### config.mk
export PLATFORM = sky130hd
export DESIGN_NAME = ifetch_queue_flat
export DESIGN_NICKNAME = d
export VERILOG_FILES = /design/src/rtl/fetch_pkg.sv /design/src/rtl/ifetch_queue_if.sv /design/src/rtl/fetch_fifo.sv /design/src/rtl/ifetch_queue.sv /design/src/flat_wrapper.sv
export SDC_FILE = /design/constraint.sdc
export NUM_CORES = 1
export LEC_CHECK = 0
export BUFFER_PORTS_ARGS = -buffer_cell sky130_fd_sc_hd__buf_2
export CAP_MARGIN = 15
export CORE_ASPECT_RATIO = 0.75
export CORE_UTILIZATION = 45
export CTS_BUF_LIST = sky130_fd_sc_hd__clkbuf_4
export DETAILED_ROUTE_END_ITERATION = 6
export GPL_ROUTABILITY_DRIVEN = 0
export GPL_TIMING_DRIVEN = 0
export PLACE_DENSITY = 0.71
export SLEW_MARGIN = 20
export SYNTH_ARGS = -nofsm -noshare
export SYNTH_HDL_FRONTEND = slang
export SYNTH_SLANG_ARGS = --single-unit
### constraint.sdc
create_clock -name clk -period 6.05 [get_ports clk]
set_input_delay 0.605 -clock clk [delete_from_list [all_inputs] [get_ports clk]]
set_output_delay 0.605 -clock clk [all_outputs]
set_load 0.01 [all_outputs]
### src/rtl/fetch_pkg.sv
// fetch_pkg: shared types and constants for the instruction-fetch front end.
package fetch_pkg;
   typedef struct packed {
      logic [31:0] pc;
      logic [31:0] insn;
   } fetch_entry_t;
   localparam logic [31:0] INSN_NOP = 32'h0000_0013;
   localparam int PC_STEP = 4;
endpackage

### src/rtl/ifetch_queue_if.sv
// ifetch_if: ROM read port, redirect input and decode handshake of the fetch queue.
interface ifetch_if;
   logic        imem_en;
   logic [31:0] imem_addr;
   logic [31:0] imem_data;
   logic        redirect_valid;
   logic [31:0] redirect_pc;
   logic        out_valid;
   logic        out_ready;
   logic [31:0] out_pc;
   logic [31:0] out_insn;
   modport master (
      output imem_en, imem_addr, out_valid, out_pc, out_insn,
      input  imem_data, redirect_valid, redirect_pc, out_ready
   );
   modport slave (
      input  imem_en, imem_addr, out_valid, out_pc, out_insn,
      output imem_data, redirect_valid, redirect_pc, out_ready
   );
endinterface

### src/rtl/fetch_fifo.sv
// fetch_fifo: synchronous FIFO of fetched {pc, insn} entries; flush beats push.
module fetch_fifo
   import fetch_pkg::*;
#(
   parameter int DEPTH = 2,
   localparam int AW = $clog2(DEPTH),
   localparam int CW = $clog2(DEPTH + 1)
) (
   input  logic          clk,
   input  logic          reset,
   input  logic          push,
   input  logic          pop,
   input  logic          flush,
   input  fetch_entry_t  data,
   output logic [CW-1:0] count,
   output fetch_entry_t  head
);
   logic [AW-1:0] rd;
   logic [AW-1:0] wr;
   fetch_entry_t  mem [DEPTH];
   always_ff @(posedge clk) begin
      if (reset || flush) begin
         rd    <= '0;
         wr    <= '0;
         count <= '0;
      end else begin
         if (push) wr <= wr + AW'(1);
         if (pop) rd <= rd + AW'(1);
         count <= count + CW'(push) - CW'(pop);
      end
   end
   always_ff @(posedge clk) begin
      if (reset) begin
         for (int i = 0; i < DEPTH; i++) mem[i] <= '0;
      end else if (push && !flush) begin
         mem[wr] <= data;
      end
   end
   assign head = mem[rd];
endmodule

### src/rtl/ifetch_queue.sv
// ifetch_queue: fetch front end issuing ROM reads and buffering returned words for decode.
module ifetch_queue
   import fetch_pkg::*;
#(
   parameter logic [31:0] RESET_PC = 32'h0000_0000,
   parameter int          DEPTH    = 2
) (
   input logic       clk,
   input logic       reset,
   ifetch_if.master  bus
);
   localparam int CW = $clog2(DEPTH + 1);
   localparam int OW = CW + 1;
   logic [31:0]   fetch_pc;
   logic [31:0]   inflight_pc;
   logic          inflight;
   logic          pop;
   logic          push;
   logic [CW-1:0] count;
   logic [OW-1:0] occupancy;
   fetch_entry_t  head;
   fetch_entry_t  push_data;
   // A pop this cycle frees a slot for the word returning next cycle, so issue counts it as credit.
   always_comb begin
      bus.out_valid = !reset && count != '0;
      pop           = bus.out_valid && bus.out_ready;
      push          = inflight && !bus.redirect_valid;
      occupancy     = OW'(count) + OW'(inflight) - OW'(pop);
      bus.imem_en   = !reset && !bus.redirect_valid && occupancy < OW'(DEPTH);
      bus.imem_addr = fetch_pc;
      bus.out_pc    = reset ? '0 : head.pc;
      bus.out_insn  = reset ? '0 : head.insn;
      push_data     = '{pc: inflight_pc, insn: bus.imem_data};
   end
   always_ff @(posedge clk) begin
      if (reset) begin
         fetch_pc    <= RESET_PC;
         inflight    <= 1'b0;
         inflight_pc <= '0;
      end else if (bus.redirect_valid) begin
         fetch_pc <= bus.redirect_pc & ~32'h3;
         inflight <= 1'b0;
      end else begin
         inflight <= bus.imem_en;
         if (bus.imem_en) begin
            inflight_pc <= fetch_pc;
            fetch_pc    <= fetch_pc + 32'(PC_STEP);
         end
      end
   end
   fetch_fifo #(.DEPTH(DEPTH)) u_fifo (
      .clk   (clk),
      .reset (reset),
      .push  (push),
      .pop   (pop),
      .flush (bus.redirect_valid),
      .data  (push_data),
      .count (count),
      .head  (head)
   );
endmodule

### src/flat_wrapper.sv
// flat-port wrapper written by rule: the top's interface ports become plain ports
module ifetch_queue_flat import fetch_pkg::*;
#(
   parameter logic [31:0] RESET_PC = 32'h0000_0000,
   parameter int          DEPTH    = 2
)
  (clk, reset, bus_imem_en, bus_imem_addr, bus_out_valid, bus_out_pc, bus_out_insn, bus_imem_data, bus_redirect_valid, bus_redirect_pc, bus_out_ready);
  ifetch_if bus_i ();
  input logic clk;
  input logic reset;
  output wire logic [$bits(bus_i.imem_en)-1:0] bus_imem_en;
  output wire logic [$bits(bus_i.imem_addr)-1:0] bus_imem_addr;
  output wire logic [$bits(bus_i.out_valid)-1:0] bus_out_valid;
  output wire logic [$bits(bus_i.out_pc)-1:0] bus_out_pc;
  output wire logic [$bits(bus_i.out_insn)-1:0] bus_out_insn;
  input wire logic [$bits(bus_i.imem_data)-1:0] bus_imem_data;
  input wire logic [$bits(bus_i.redirect_valid)-1:0] bus_redirect_valid;
  input wire logic [$bits(bus_i.redirect_pc)-1:0] bus_redirect_pc;
  input wire logic [$bits(bus_i.out_ready)-1:0] bus_out_ready;
  assign bus_imem_en = bus_i.imem_en;
  assign bus_imem_addr = bus_i.imem_addr;
  assign bus_out_valid = bus_i.out_valid;
  assign bus_out_pc = bus_i.out_pc;
  assign bus_out_insn = bus_i.out_insn;
  assign bus_i.imem_data = bus_imem_data;
  assign bus_i.redirect_valid = bus_redirect_valid;
  assign bus_i.redirect_pc = bus_redirect_pc;
  assign bus_i.out_ready = bus_out_ready;
  ifetch_queue #(.RESET_PC(RESET_PC), .DEPTH(DEPTH)) u_core (.clk(clk), .reset(reset), .bus(bus_i));
endmodule
== Word level (Yosys, flattened, before mapping) ==
Memories as Yosys holds them, arrays and structs flattened. A register that Yosys moved wholly into a read port is not among the register bits.
Index checks and enable logic that the tools add are counted.
Word-level totals
  bits in registers: 69
  logic and storage cells: 45
  memories kept: 1
  memory bits (writable): 128
  output and inout port bits: 98
  input port bits: 68
Operators by class
  muxes and demuxes: 14
  $lt $le $gt $ge: 1
  reduce and logical (&&, ||, !) cells: 14
  $add $sub $neg: 7
  bitwise logic cells: 1
Memory list
  u_core.u_fifo.mem: depth 2, bits a word 64, rd ports 1, clocked after memory_dff 1, wr ports 2, RTL line fetch_fifo.sv:20  | fetch_entry_t mem [DEPTH];
Operator list (count)
  two-way mux 32 bit: 4
  two-way mux 64 bit: 1
  OR reduction 64 bit: 1
  adder 32 x 3 -> 32 bit, second input constant: 1
  two-way mux 1 bit: 9
  logical AND 1 bit: 6
  nonzero test 2 bit: 2
  adder 2 x 1 -> 3 bit: 1
  < comparator 3 x 2 -> 1 bit, second input constant: 1
  subtractor 3 x 1 -> 3 bit: 1
  adder 1 bit, second input constant: 2
  adder 2 x 1 -> 2 bit: 1
  zero test 1 bit: 2
  AND reduction 2 bit: 1
  OR reduction 2 bit: 1
  subtractor 2 x 1 -> 2 bit: 1
  logical OR 1 bit: 1
  NOT 1 bit: 1

== Depth between registers and ports, before layout ==
Gate-level depths: netlist of run 1.
  depth in word-level cells: 8
  gate-level depth with buffers: 13
  mapped depth without buffers: 12

== Modules after synthesis ==
From an unflattened synthesis of run 1, not the netlist that was laid out.
Unflattened totals
  cells, all modules: 834
  area, all modules: 9351.5 um2
By module, submodules not included
  fetch_fifo: area an instance 5879.4 um2, sequential area each 3943.8 um2, cells an instance 378, instances 1
  ifetch_queue: area an instance 3472.1 um2, sequential area each 1221.2 um2, cells an instance 456, instances 1

== Worst setup path after synthesis of run 1 ==
OpenSTA, ideal clock, no wires.
  kind: input -> register
  start point: input port bus_redirect_valid
  end point: memory u_core.u_fifo.mem[0][0] (netlist name) (enable)
  setup time: 568 ps
  required time: 5482 ps
  arrival: 5206 ps
  buffers on the path: 0
  path slack: 276 ps
  cell stages on the path: 3
  path through: clkinv_1 nand2_1 o21ai_0
RTL lines
  start: declaration: RTL line flat_wrapper.sv:17  | input wire logic [$bits(bus_i.redirect_valid)-1:0] bus_redirect_valid;
  end: declaration: RTL line fetch_fifo.sv:20

== Worst setup path after layout of run 1 ==
  start point: register u_core.u_fifo.count[1]
  end point: output port bus_imem_en
Between the ends
  longest elaborated chain between the ends: 6
  elaborated cells between the ends (all ways): 7
  classes of those cells: add/sub: 2; order compare: 1; reduce/logical: 4
Ends and longest elaborated chain
  start: declaration: RTL line fetch_fifo.sv:15  | output logic [CW-1:0] count,
  start signal: assignment: RTL line fetch_fifo.sv:29  | count <= count + CW'(push) - CW'(pop);
  nonzero test 2 bit: RTL line ifetch_queue.sv:25  | bus.out_valid = !reset && count != '0;
  logical AND 1 bit: RTL line ifetch_queue.sv:25
  logical AND 1 bit: RTL line ifetch_queue.sv:26  | pop = bus.out_valid && bus.out_ready;
  named net u_core.pop: RTL line ifetch_queue.sv:17  | logic pop;
  subtractor 3 x 1 -> 3 bit: RTL line ifetch_queue.sv:28  | occupancy = OW'(count) + OW'(inflight) - OW'(pop);
  < comparator 3 x 2 -> 1 bit: RTL line ifetch_queue.sv:29  | bus.imem_en = !reset && !bus.redirect_valid && occupancy < OW'(DEPTH);
  logical AND 1 bit: RTL line ifetch_queue.sv:29
  end: declaration: RTL line flat_wrapper.sv:11  | output wire logic [$bits(bus_i.imem_en)-1:0] bus_imem_en;
The timed path passes the listed nets, and every way through them passes these cells.

==> flow_metrics.py, run 1 <==
metrics = {
    "die": {
        "coreArea_sq_um": 18600,
        "initial_cell_density_of_the_core_pct": 46.2,
        "num_rows": 43,
        "design.die.area_sq_um": 19700,
        "die_w_microns": 162,
        "die_height_microns": 122,
        "boundaryPins": 166,
    },
    "route": {
        "route.vias.total": 6415,
        "drt-wirelength-per-cell_microns": 16.7,
        "remaining_drc_errors": 0,
        "initialDrtViolationCount": 536,
        "antenna_violating_nets_post_route": 0,
        "routed_via_density": 5.16,
        "postRouteWirelength_mm": 20.8,
        "drt_pass1_iterations": 6,
    },
    "critical_path": {
        "critical_path.startpoint_type": "register",
        "cp_data_required_time_ns": 5.44,
        "worstSetupPathType": "register to primary output",
        "critPathCaptureType": "primary output",
        "path_max_fanout": 10,
        "worst-endpoint-arrival_ns": 4.04,
    },
    "timing": {
        "tightest_slew_ns": 0.865,
        "period_minus_slack_ns": 4.65,
        "achievable-frequency_ghz": 0.215,
        "fin_crit_sh_pct": 76.8,
        "final_number_of_hold_violating_endpoints": 0,
        "final_critical_path_setup_slack_ns": 1.40,
        "timing_max_transition_violations_final": 0,
        "rsz0062_at_grt": "no",
        "report.final.setup_viol": 0,
        "timing.clock.skew_ns": 0.0150,
        "timing.max_slew.rel_slack_pct": 41.9,
    },
    "logic_synthesis": {
        "postSynthAreaPerCell_sq_um": 10.8,
        "yosysSeqAreaShare_pct": 58.7,
        "synth.ff_latch_count": 190,
        "ys_dominant_reg_cell": "sky130_fd_sc_hd__edfxtp_1",
        "synth_edf_count": 124,
        "synth_cell_types": 53,
        "asyncSetResetFlopFracSynth_pct": 0,
        "synthesis.area_sq_um": 8600,
        "synth_cells": 796,
        "yosysTopAreaCellShare_pct": 43.3,
        "synth.largest_area_cell": "sky130_fd_sc_hd__edfxtp_1",
        "synth.yosys.warnings": 0,
        "area_contributors_post_synth": "sky130_fd_sc_hd__edfxtp_1 (43%), sky130_fd_sc_hd__dfxtp_1 (15%), sky130_fd_sc_hd__and2_1 (9.9%)",
    },
    "place": {
        "portBuffers": 158,
        "pre_cts_worst_setup_slack_ns": 1.72,
        "post-place-cells": 1210,
        "dpl.hpwl_mm": 14.9,
    },
    "final_layout": {
        "final_cells": 1243,
        "areaGrowthSynthToFinish_pct": 18.0,
        "mostFrequentLayoutCell": "sky130_fd_sc_hd__buf_2",
        "num-nets-final": 1055,
        "fillerInstances": 1688,
        "most_frequent_cells_in_the_layout": "sky130_fd_sc_hd__buf_2 (162), sky130_fd_sc_hd__and2_1 (136), sky130_fd_sc_hd__edfxtp_1 (124)",
        "final_layout_size_suffix_gt1_share_pct": 21.6,
        "multiInputGateArea_sq_um": 3310,
        "final_util_pct": 54.5,
        "seq_area_sq_um": 5040,
    },
    "cts": {
        "cts_setup_buffers": 0,
        "cts_tree": "built",
        "cts_hold_buf": 0,
        "clockBufferDepth": 2,
        "cts_buffers": 17,
        "clock_sink_count": 190,
        "worst_path_clk_slew_ns": 0.15,
        "cts-htree-levels": 4,
        "cts_root_buffer": "sky130_fd_sc_hd__clkbuf_4",
        "worst_skew_pair.late_latency_ns": 0.58,
        "cts_resizes": 0,
    },
    "job": {
        "drv_cap": 0,
    },
    "power_and_ir_drop": {
        "share_seq_of_total_power_pct": 60.8,
        "fin_total_pwr_uw": 2420,
        "vdd_drop_max_mv": 0.120,
        "proportion_of_power_drawn_by_combinational_gates_pct": 9.7,
        "p_leak_uw": 0.00394,
        "power.switching_fraction_pct": 26.2,
        "cellPowerDensity_nw_per_um2": 238,
        "power_frac_clock_pct": 29.4,
        "switchingPower_uw": 633,
        "internal-power_uw": 1790,
    },
    "hold_path": {
        "timing.hold.worst.class": "primary input to register",
    },
    "global_route": {
        "first_global_vias": 5986,
        "overall_global_routing_resource_usage_pct": 21.8,
        "grt-ovfl-total": 0,
        "grt_pass1_wl_mm": 32.3,
        "number_of_antenna_violations_at_the_first_check_in_global_routing": 1,
        "grt_start_max_net_pins": 43,
    },
    "outcome": {
        "run_status": "completed",
    },
}
-- per-layer routing --
| layer | global-route usage, % | wire length, microns |
|---|---|---|
| met5 | 0 | 0 |
| met4 | 7.02 | 358 |
| met3 | 6.30 | 1580 |
| met2 | 33.3 | 9410 |
| met1 | 29.8 | 9450 |
-- sequential cells by signal, indices dropped and copies added (netlist names), named ones only --
signal                count
u_core.u_fifo.count       2
u_core.u_fifo.wr          1
u_core.inflight_pc       30
u_core.bus.imem_addr     30
u_core.u_fifo.rd          1
u_core.inflight           1
u_core.u_fifo.mem       124
-- cell usage after synthesis (all sizes together), types with 2 or more instances --
cell type	count
a21o	2
a21oi	44
a221oi	2
a22oi	3
a31oi	17
a32oi	4
and2	136
and3	4
and4	4
buf	17
clkbuf	41
dfxtp	66
edfxtp	124
ha	4
inv	8
mux2	2
mux2i	62
nand2	84
nand3	11
nand4	14
nor2	81
nor3	10
nor4	4
o211ai	3
o21ai	8
o22ai	9
or3	2
xnor2	7
xor2	6
-- final cells by class --
cell class	instances	area share (%)
flip-flops and latches	190	49.7
clock buffers	18	1.33
repair buffers	164	8.95
multi-input cells	542	32.7
clock inverters	14	1.58
diodes	1	0.0247
well taps	247	3.05
inverters	9	0.333
plain buffers	58	2.36
-- cells by family after synthesis --
kind of cell | share of synthesized area [%]
other | 0.0436
buffers and inverters | 3.17
muxes | 7.48
adders and majority gates | 0.815
and+or+nand+nor | 21.6
xor gates and xnor gates | 1.32
DFF | 58.7
AOI/OAI and AO/OA | 6.85
-- power groups by stage --
stage / registers (uW) / logic, uW / clock network, uW
finish: 1470 / 236 / 712
global route: 1480 / 259 / 776
CTS: 1470 / 237 / 724
detailed placement: 1500 / 236 / 0
global placement: 1510 / 222 / 0
floorplan: 1500 / 122 / 0
-- per-stage QoR --
step,instance area [sq um],setup TNS (ns),hold slack [ns]
6_report,10100,0,0.252
3_5_place_dp,9850,0,0.458
4_1_cts,10100,0,0.223
5_1_grt,10100,0,0.243
3_3_place_gp,9710,-173.29,0.450
2_1_floorplan,8610,0,0.440
-- worst paths after layout --
path,startpoint,endpoint,slack [ns],depth (start not counted)
worst min-delay path,bus_redirect_pc[5],u_core.bus.imem_addr[5],0.25,3
worst max-delay path,u_core.u_fifo.count[1],bus_imem_en,1.40,12
worst max register to register,u_core.u_fifo.count[1],u_core.inflight_pc[20],2.44,13
worst min register to register,u_core.inflight_pc[21],u_core.inflight_pc[21],0.47,2
-- worst max-delay path, cell delays in order, from the launching register on --
cell,delay [ns]
sky130_fd_sc_hd__dfxtp_1,0.47
sky130_fd_sc_hd__nor2_1,0.08
sky130_fd_sc_hd__nor2_1,0.11
sky130_fd_sc_hd__and2_1,0.22
sky130_fd_sc_hd__ha_1,0.25
sky130_fd_sc_hd__nand2b_1,0.15
sky130_fd_sc_hd__fa_1,0.39
sky130_fd_sc_hd__xnor2_1,0.30
sky130_fd_sc_hd__nand3_1,0.31
sky130_fd_sc_hd__inv_1,0.28
sky130_fd_sc_hd__buf_2,0.31
sky130_fd_sc_hd__buf_1,0.39
sky130_fd_sc_hd__buf_2,0.21
(Power assumes the default switching activity.)
==> run 2, diff against run 1 <==
--- a/config.mk
+++ b/config.mk
@@ -13,7 +13,7 @@
 export DETAILED_ROUTE_END_ITERATION = 6
 export GPL_ROUTABILITY_DRIVEN = 0
 export GPL_TIMING_DRIVEN = 0
-export PLACE_DENSITY = 0.71
+export PLACE_DENSITY = 0.68
 export SLEW_MARGIN = 20
 export SYNTH_ARGS = -nofsm -noshare
 export SYNTH_HDL_FRONTEND = slang
==> constraint.sdc (replaced) <==
create_clock -name clk -period 4.6 [get_ports clk]
set_input_delay 0.46 -clock clk [delete_from_list [all_inputs] [get_ports clk]]
set_output_delay 0.46 -clock clk [all_outputs]
set_load 0.01 [all_outputs]
==> run 2 against run 1 <==
Flip-flop and latch count unchanged. Clock power up 27%. Cell count about the same. Critical path depth down 1. Clock skew up 0.0059 ns. Power up 30%. Register-to-register slack worse by 1.5 ns. Critical endpoint unchanged. First-iteration DRC count down 11%.
==> flow_metrics.py, run 2 (synthesized netlist as in run 1, its figures left out) <==
metrics = {
    "place": {
        "pre_cts_worst_setup_slack_ns": 0.554,
        "dpl.hpwl_mm": 14.8,
        "portBuffers": 158,
        "post-place-cells": 1210,
    },
    "cts": {
        "cts-htree-levels": 4,
        "cts_root_buffer": "sky130_fd_sc_hd__clkbuf_4",
        "cts_buffers": 17,
        "cts_tree": "built",
        "worst_path_clk_slew_ns": 0.18,
        "clock_sink_count": 190,
        "worst_skew_pair.late_latency_ns": 0.58,
        "cts_resizes": 0,
        "clockBufferDepth": 2,
        "cts_setup_buffers": 0,
        "cts_hold_buf": 0,
    },
    "global_route": {
        "first_global_vias": 5854,
        "overall_global_routing_resource_usage_pct": 21.4,
        "grt_start_max_net_pins": 36,
        "grt_pass1_wl_mm": 31.6,
        "grt-ovfl-total": 0,
        "number_of_antenna_violations_at_the_first_check_in_global_routing": 0,
    },
    "power_and_ir_drop": {
        "p_leak_uw": 0.00393,
        "power_frac_clock_pct": 28.7,
        "fin_total_pwr_uw": 3150,
        "internal-power_uw": 2300,
        "switchingPower_uw": 853,
        "power.switching_fraction_pct": 27.1,
        "vdd_drop_max_mv": 0.168,
        "proportion_of_power_drawn_by_combinational_gates_pct": 9.9,
        "share_seq_of_total_power_pct": 61.4,
        "cellPowerDensity_nw_per_um2": 311,
    },
    "route": {
        "routed_via_density": 5.20,
        "drt_pass1_iterations": 5,
        "antenna_violating_nets_post_route": 0,
        "route.vias.total": 6457,
        "initialDrtViolationCount": 478,
        "drt-wirelength-per-cell_microns": 16.6,
        "remaining_drc_errors": 0,
        "postRouteWirelength_mm": 20.6,
    },
    "timing": {
        "report.final.setup_viol": 0,
        "timing.max_slew.rel_slack_pct": 43.6,
        "fin_crit_sh_pct": 91.1,
        "final_critical_path_setup_slack_ns": 0.411,
        "final_number_of_hold_violating_endpoints": 0,
        "achievable-frequency_ghz": 0.239,
        "period_minus_slack_ns": 4.19,
        "tightest_slew_ns": 0.839,
        "rsz0062_at_grt": "no",
        "timing.clock.skew_ns": 0.0208,
        "timing_max_transition_violations_final": 0,
    },
    "die": {
        "coreArea_sq_um": 18600,
        "die_w_microns": 162,
        "design.die.area_sq_um": 19700,
        "num_rows": 43,
        "die_height_microns": 122,
        "boundaryPins": 166,
        "initial_cell_density_of_the_core_pct": 46.2,
    },
    "hold_path": {
        "whs_endpoint": "u_core.bus.imem_addr[9]",
        "hold_path_depth": 3,
        "worstHoldStart": "bus_redirect_pc[9]",
        "timing.hold.worst.class": "primary input to register",
    },
    "critical_path": {
        "path_max_fanout": 19,
        "timing.rr.end": "u_core.inflight_pc[14]",
        "critical_path.startpoint_type": "register",
        "timing.critical_path.slowest_cell_delay_ns": 0.46,
        "critical_path.reg2reg.startpoint": "u_core.u_fifo.count[1]",
        "worst-endpoint-arrival_ns": 3.73,
        "worstSetupPathType": "register to primary output",
        "critPathCaptureType": "primary output",
        "path_cells": "nor2_1 > nor2_1 > and2_1 > ha_1 > nand2b_1 > fa_1 > xnor2_1 > nand3_1 > inv_1 > buf_2 > buf_2",
        "reg2reg_slack_ns": 0.92,
        "critical_path.slowest_cell": "sky130_fd_sc_hd__dfxtp_1",
        "cp_data_required_time_ns": 4.14,
        "reg2regPathDepth": 13,
    },
    "final_layout": {
        "registers.top_by_ff_count": "u_core.u_fifo.mem",
        "final_cells": 1242,
        "most_frequent_cells_in_the_layout": "sky130_fd_sc_hd__buf_2 (162), sky130_fd_sc_hd__and2_1 (136), sky130_fd_sc_hd__edfxtp_1 (124)",
        "final_layout_size_suffix_gt1_share_pct": 21.8,
        "mostFrequentLayoutCell": "sky130_fd_sc_hd__buf_2",
        "fillerInstances": 1683,
        "num-nets-final": 1054,
        "largest_register_ffs": 124,
        "areaGrowthSynthToFinish_pct": 17.8,
    },
    "outcome": {
        "run_status": "completed",
    },
    "job": {
        "drv_cap": 0,
    },
}
==> run 2: how the worst max path moves through the flow <==
stage	startpoint	end	slack, ns	cells after the start
after global routing	u_core.u_fifo.count[1]	bus_imem_en	0.12	11
after CTS	u_core.u_fifo.count[1]	bus_imem_en	0.15	12
after global placement	bus_redirect_valid	u_core.u_fifo.mem[0][6]	-1.44	4
final	u_core.u_fifo.count[1]	bus_imem_en	0.41	11
after floorplan	bus_redirect_valid	u_core.u_fifo.mem[0][0]	0.65	3
after detailed placement	reset	bus_imem_en	0.55	12
==> run 2: worst max-delay path, delay by kind of cell, from the launching register on <==
family	cells	cell delay, ns
xor+xnor	1	0.32
fa+ha+maj	2	0.63
flops	1	0.46
buf+inv	3	0.86
simple gates	5	0.88
==> run 2: power groups by stage <==
stage	logic, uW	registers (uW)	clock network [uW]
after floorplan	160	1970	0
after global placement	292	1980	0
after detailed placement	312	1970	0
after CTS	312	1930	916
after global routing	341	1940	988
final	310	1930	903
==> run 2: area by class of cell <==
type | count | area [sq um] | area share (%)
sequential | 190 | 5040 | 49.8
multi-input combinational | 542 | 3310 | 32.7
timing repair buffer | 164 | 908 | 8.97
tap | 247 | 309 | 3.05
buffer | 57 | 235 | 2.32
clock inverter | 15 | 155 | 1.53
clock buffer | 17 | 128 | 1.26
inverter | 9 | 33.8 | 0.333
antenna | 1 | 2.50 | 0.0247
==> run 2: routing by layer <==
metal | up-vias | share of wire (%) | track usage [%]
met5 | - | 0 | 0
met4 | 0 | 1.4 | 5.78
met3 | 20 | 7.6 | 6.13
met2 | 219 | 45 | 32.9
met1 | 3063 | 46 | 29.8
li1 | 3155 | - | -
==> run 2: per-stage QoR <==
step           TNS [ns]  hold WS [ns]  cell area, sq um  utilization (%)
2_1_floorplan         0         0.440              8610                -
3_3_place_gp     -88.63         0.451              9710             52.2
3_5_place_dp          0         0.458              9850             52.9
4_1_cts               0        0.0751             10100             54.4
5_1_grt               0        0.0720             10100             54.4
6_report              0         0.115             10100             54.4
